`src/rtl/dma_test_pkg.sv`:
```
// dma_test_pkg: shared states, channel test-pattern tags and stall LFSR seed for the DMA loopback checkers
package dma_test_pkg;
  typedef enum logic [1:0] {IDLE, RUN, DRAIN, DONE} chk_state_t;
  localparam logic [31:0] TAG_CH0 = 32'h00bbccdd;
  localparam logic [31:0] TAG_CH1 = 32'h11bbccdd;
  localparam logic [31:0] TAG_CH2 = 32'h22bbccdd;
  localparam logic [31:0] TAG_CH3 = 32'h33bbccdd;
  localparam logic [15:0] LFSR_SEED = 16'hACE1;
endpackage

```
`src/rtl/stall_lfsr.sv`:
```
// stall_lfsr: 16-bit Fibonacci LFSR (taps 16,14,13,11) producing a pseudo-random stall bit
module stall_lfsr
  import dma_test_pkg::*;
(
  input  logic clk,
  input  logic reset,
  input  logic load,
  input  logic en,
  output logic stall
);
  logic [15:0] lfsr;
  always_ff @(posedge clk or posedge reset)
    if (reset) lfsr <= LFSR_SEED;
    else if (load) lfsr <= LFSR_SEED;
    else if (en) lfsr <= {lfsr[14:0], lfsr[15] ^ lfsr[13] ^ lfsr[12] ^ lfsr[10]};
  assign stall = lfsr[0];
endmodule

```
`config.mk`:
```
export PLATFORM = sky130hd
export DESIGN_NAME = stall_lfsr
export DESIGN_NICKNAME = d
export VERILOG_FILES = /design/src/rtl/dma_test_pkg.sv /design/src/rtl/stall_lfsr.sv
export SDC_FILE = /design/constraint.sdc
export NUM_CORES = 1
export LEC_CHECK = 0
export ABC_AREA = 1
export BUFFER_PORTS_ARGS = -buffer_cell sky130_fd_sc_hd__buf_2
export CAP_MARGIN = 20
export CORE_AREA = 2 2 39 41
export CTS_CLUSTER_SIZE = 12
export DETAILED_ROUTE_END_ITERATION = 12
export DIE_AREA = 0 0 41 43
export PLACE_DENSITY_LB_ADDON = 0.3
export SLEW_MARGIN = 20
export SYNTH_ARGS = -nofsm -noshare
export SYNTH_HDL_FRONTEND = slang
export SYNTH_SLANG_ARGS = --single-unit
```
`constraint.sdc`:
```
create_clock -name clk -period 2.3 [get_ports clk]
set_input_delay 0.23 -clock clk [delete_from_list [all_inputs] [get_ports clk]]
set_output_delay 0.23 -clock clk [all_outputs]
set_load 0.02 [all_outputs]
```
# After elaboration in Yosys (flattened, before gate mapping)
# Index checks and enable logic that the tools add are counted.
[totals] ramBits=0 mem_count=0 romBits=0 word_cells=7 output_inout_bits=1 ff_bits=16 inputBits=4 latch_bits=0
[op_classes] order_cmp=0 n_bitwise=3 n_shift=0 muxes=2 eq_ne=0 multipliers=0 addsub=0 n_div=0 reduce_logical=1
[ops] cell="2-to-1 mux 16 bit" n=2
[ops] cell="bitwise XOR 1 bit" n=3
[ops] cell="nonzero test 2 bit" n=1

# Longest topological paths before layout
[logic_depth] depth_word=5 mapped_depth=6 ltp_nobuf=6

# Worst setup path before layout
# Ideal clock, no wire load.
[synth_path] path_type="register to register" start="reg lfsr[13]" end="reg lfsr[0]" required_ns=2.240 path_stages_with_launch=7 t_arrival_ns=0.828 setup_time_ns=0.060 path_buffers=0 synth_period_minus_slack_ns=0.888 path_slack_ns=1.412 path_cell_list="dfstp_2 > inv_1 > nand2_1 > nand2_1 > nand2_1 > nand3_1 > nand2_1"
[synth_between] elab_chain_cells=5
[synth_lines] item="from (decl)" line_no="stall_lfsr.sv:11" rtl="logic [15:0] lfsr;"
[synth_lines] item="from (signal assigned)" line_no="stall_lfsr.sv:15" rtl="else if (en) lfsr <= {lfsr[14:0], lfsr[15] ^ lfsr[13] ^ lfsr[12] ^ lfsr[10]};"
[synth_lines] item="bitwise XOR 1 bit (3 in a row)" line_no="stall_lfsr.sv:15"
[synth_lines] item="2-to-1 mux 16 bit" line_no="stall_lfsr.sv:15"
[synth_lines] item="2-to-1 mux 16 bit" line_no="stall_lfsr.sv:14" rtl="else if (load) lfsr <= LFSR_SEED;"
# Every way passes these cells. The select of a mux whose other input is x is not followed.
# A chain may end at the register's enable or synchronous reset.

# Final worst setup path
[layout_path] start="reg lfsr[0]" end="out stall"
[layout_lines] item="to (decl)" line_no="stall_lfsr.sv:9" rtl="output logic stall"
# No word-level cell between the ends.

==> results.json <==
{
  "status": "finished, violations left",
  "violations": "negative hold slack",
  "rr_endpoint": "lfsr[0]",
  "setup_viol": 0,
  "top_register": "lfsr",
  "seqPwrFrac_pct": 60.8,
  "finalSetupTns_ns": 0,
  "max_freq_mhz": 821,
  "dr.pass1.iters": 4,
  "ys_types": 12,
  "antenna_cells": 0,
  "areaGrowthSynthToFinish_pct": 9.29,
  "rows": 14,
  "post-route-drc-count": 0,
  "cts_root_buf": "clkbuf_4",
  "period_share_pct": 53.0,
  "hold_violations": 8,
  "clock_latency_ns": 0.28,
  "power_frac_comb_pct": 12.3,
  "critPathMaxStageDelay_ns": 0.55,
  "wirelength_um": 1060,
  "switching_power_mw": 0.128,
  "hp-class": "in -> async",
  "num-nets-final": 81,
  "syn_nets": 72,
  "cts_tree": "yes",
  "io_buffers": 4,
  "ios": 5,
  "path_buf_inv": 1,
  "clkPwrFrac_pct": 26.9,
  "seq_area_frac_synth_pct": 61.0,
  "start_kind": "flop",
  "p_sw_share_pct": 24.8,
  "netlist_instances": 68,
  "crit_type": "reg -> out",
  "critical_path.endpoint_type": "output port",
  "cts_hold_buf": 0,
  "die_w_um": 41,
  "rr_worst_depth": 6,
  "internal-power_mw": 0.388,
  "dieArea_mm2": 0.00176,
  "gp_congestion": 0.713,
  "critPathArrivalTime_ns": 0.99,
  "grt.total_usage_pct": 16.6,
  "clk_pin_slew_ns": 0.09,
  "cpMaxStageDelayCell": "dfstp_2",
  "drive_gt1_share_pct": 26.7,
  "drt_iter0_drc": 8,
  "synth.avg_cell_area_um2": 9.90,
  "ys_ff_latch": 16,
  "slew_headroom_pct": 62.6,
  "path_cells": "buf_2",
  "p_total_mw": 0.516,
  "largest_registers": "lfsr: 16 flops",
  "power_leakage_nw": 0.374,
  "crit-reg2reg-launch": "lfsr[13]",
  "holdWs_ns": -0.0160,
  "reg2reg_slack_ns": 1.33,
  "cts_resized": 0,
  "dpl.hpwl_um": 805,
  "utilization_pct": 53.2,
  "htreeDepth": 1,
  "crit_family": "flip-flops",
  "ctsLongestPathBuffers": 2,
  "cts_sinks": 16,
  "antenna_found_initial": 0,
  "drv_slew": 0,
  "overflow": 0,
  "grt_pass1_vias": 472,
  "rsz0062_at_grt": "false",
  "yosys_warnings": 0,
  "initial_core_util_pct": 48.6,
  "syn_area_um2": 673,
  "coreArea_mm2": 0.00138,
  "post_cts_buffers": 0,
  "fin_skew_ns": 0.00764,
  "power_density_mw_per_mm2": 701,
  "vias_per_cell": 4.91,
  "largest_reg_flops": 16,
  "cap_violations": 0,
  "crit_required_ns": 2.07,
  "ant_nets": 0,
  "cts_buffers": 3,
  "dr_total_vias": 447,
  "worst_pin_slew_ns": 0.560,
  "grt_max_degree": 17,
  "grt_first_pass_wirelength_um": 1970,
  "peakVddDrop_mv": 0.420,
  "chipHeight_um": 43,
  "layout_min_cycle_time_ns": 1.22,
  "wl_per_cell_um": 11.6,
  "cp_max_fo": 3
}
-- layout make-up --
| type | count | area, um2 |
|---|---|---|
| multi-input combinational | 33 | 191 |
| clock buffer | 3 | 22.5 |
| tap | 16 | 20.0 |
| fill | 138 | 648 |
| timing repair buffer | 4 | 20.0 |
| sequential | 16 | 410 |
| inverter | 19 | 71.3 |
-- routing by layer --
layer  up-vias  routed length, um  track usage, %
met5         -                  0               0
met4         0                 17            6.00
met3         2                 24            4.71
met2         9                487            22.8
met1       203                527            24.4
li1        233                  -               -
-- cell families (layout without fill, tap and decap cells) --
family          after synthesis  after routing  share of synthesized area, %
compound gates               16             16                          15.8
simple gates                 16             16                          11.3
buf+inv                      19             26                          10.6
flops                        16             16                          61.0
xor+xnor                      1              1                          1.30
-- layout by cell type, fill, tap and decap left out, types with 2 or more instances in the layout --
cell type,instances
inv_1,16
nand2_1,13
dfstp_2,8
dfrtp_1,8
o22ai_1,7
a22oi_1,7
buf_2,4
inv_2,3
clkbuf_4,3
nor2_4,2
-- metrics by stage --
| step | hold slack (ns) | cell area [um2] | cells | worst slack [ns] |
|---|---|---|---|---|
| after floorplan | 0.138 | 673 | 68 | 1.41 |
| after global placement | 0.312 | 713 | 88 | 1.34 |
| after detailed placement | 0.318 | 713 | 88 | 1.34 |
| after CTS | 0.0130 | 736 | 91 | 1.08 |
| after global routing | 0.0414 | 736 | 91 | 1.04 |
| final | -0.0160 | 736 | 91 | 1.08 |
-- Yosys cell counts, drive strengths merged --
cell type / number / area, um2
a21oi: 1 / 5.00
a22oi: 7 / 52.6
dfrtp: 8 / 200
dfstp: 8 / 210
inv: 19 / 71.3
nand2: 13 / 48.8
nand3: 1 / 5.00
nor2: 2 / 22.5
o21ai: 1 / 5.00
o22ai: 7 / 43.8
xnor2: 1 / 8.76
-- worst max path at each step --
stage	from	endpoint	slack, ns	depth (start not counted)
2_1_floorplan	lfsr[13]	lfsr[0]	1.41	6
3_3_place_gp	load	lfsr[1]	1.34	4
3_5_place_dp	load	lfsr[1]	1.34	4
4_1_cts	lfsr[0]	stall	1.08	1
5_1_grt	lfsr[0]	stall	1.04	1
6_report	lfsr[0]	stall	1.08	1
-- power by group through the flow --
stage	combinational, mW	sequential (mW)	clock [mW]
final	0.0632	0.314	0.139
after global routing	0.0734	0.317	0.161
after CTS	0.0642	0.314	0.145
after detailed placement	0.0640	0.319	0
after global placement	0.0627	0.318	0
after floorplan	0.0449	0.319	0
Power figures use the tool's default switching activity.
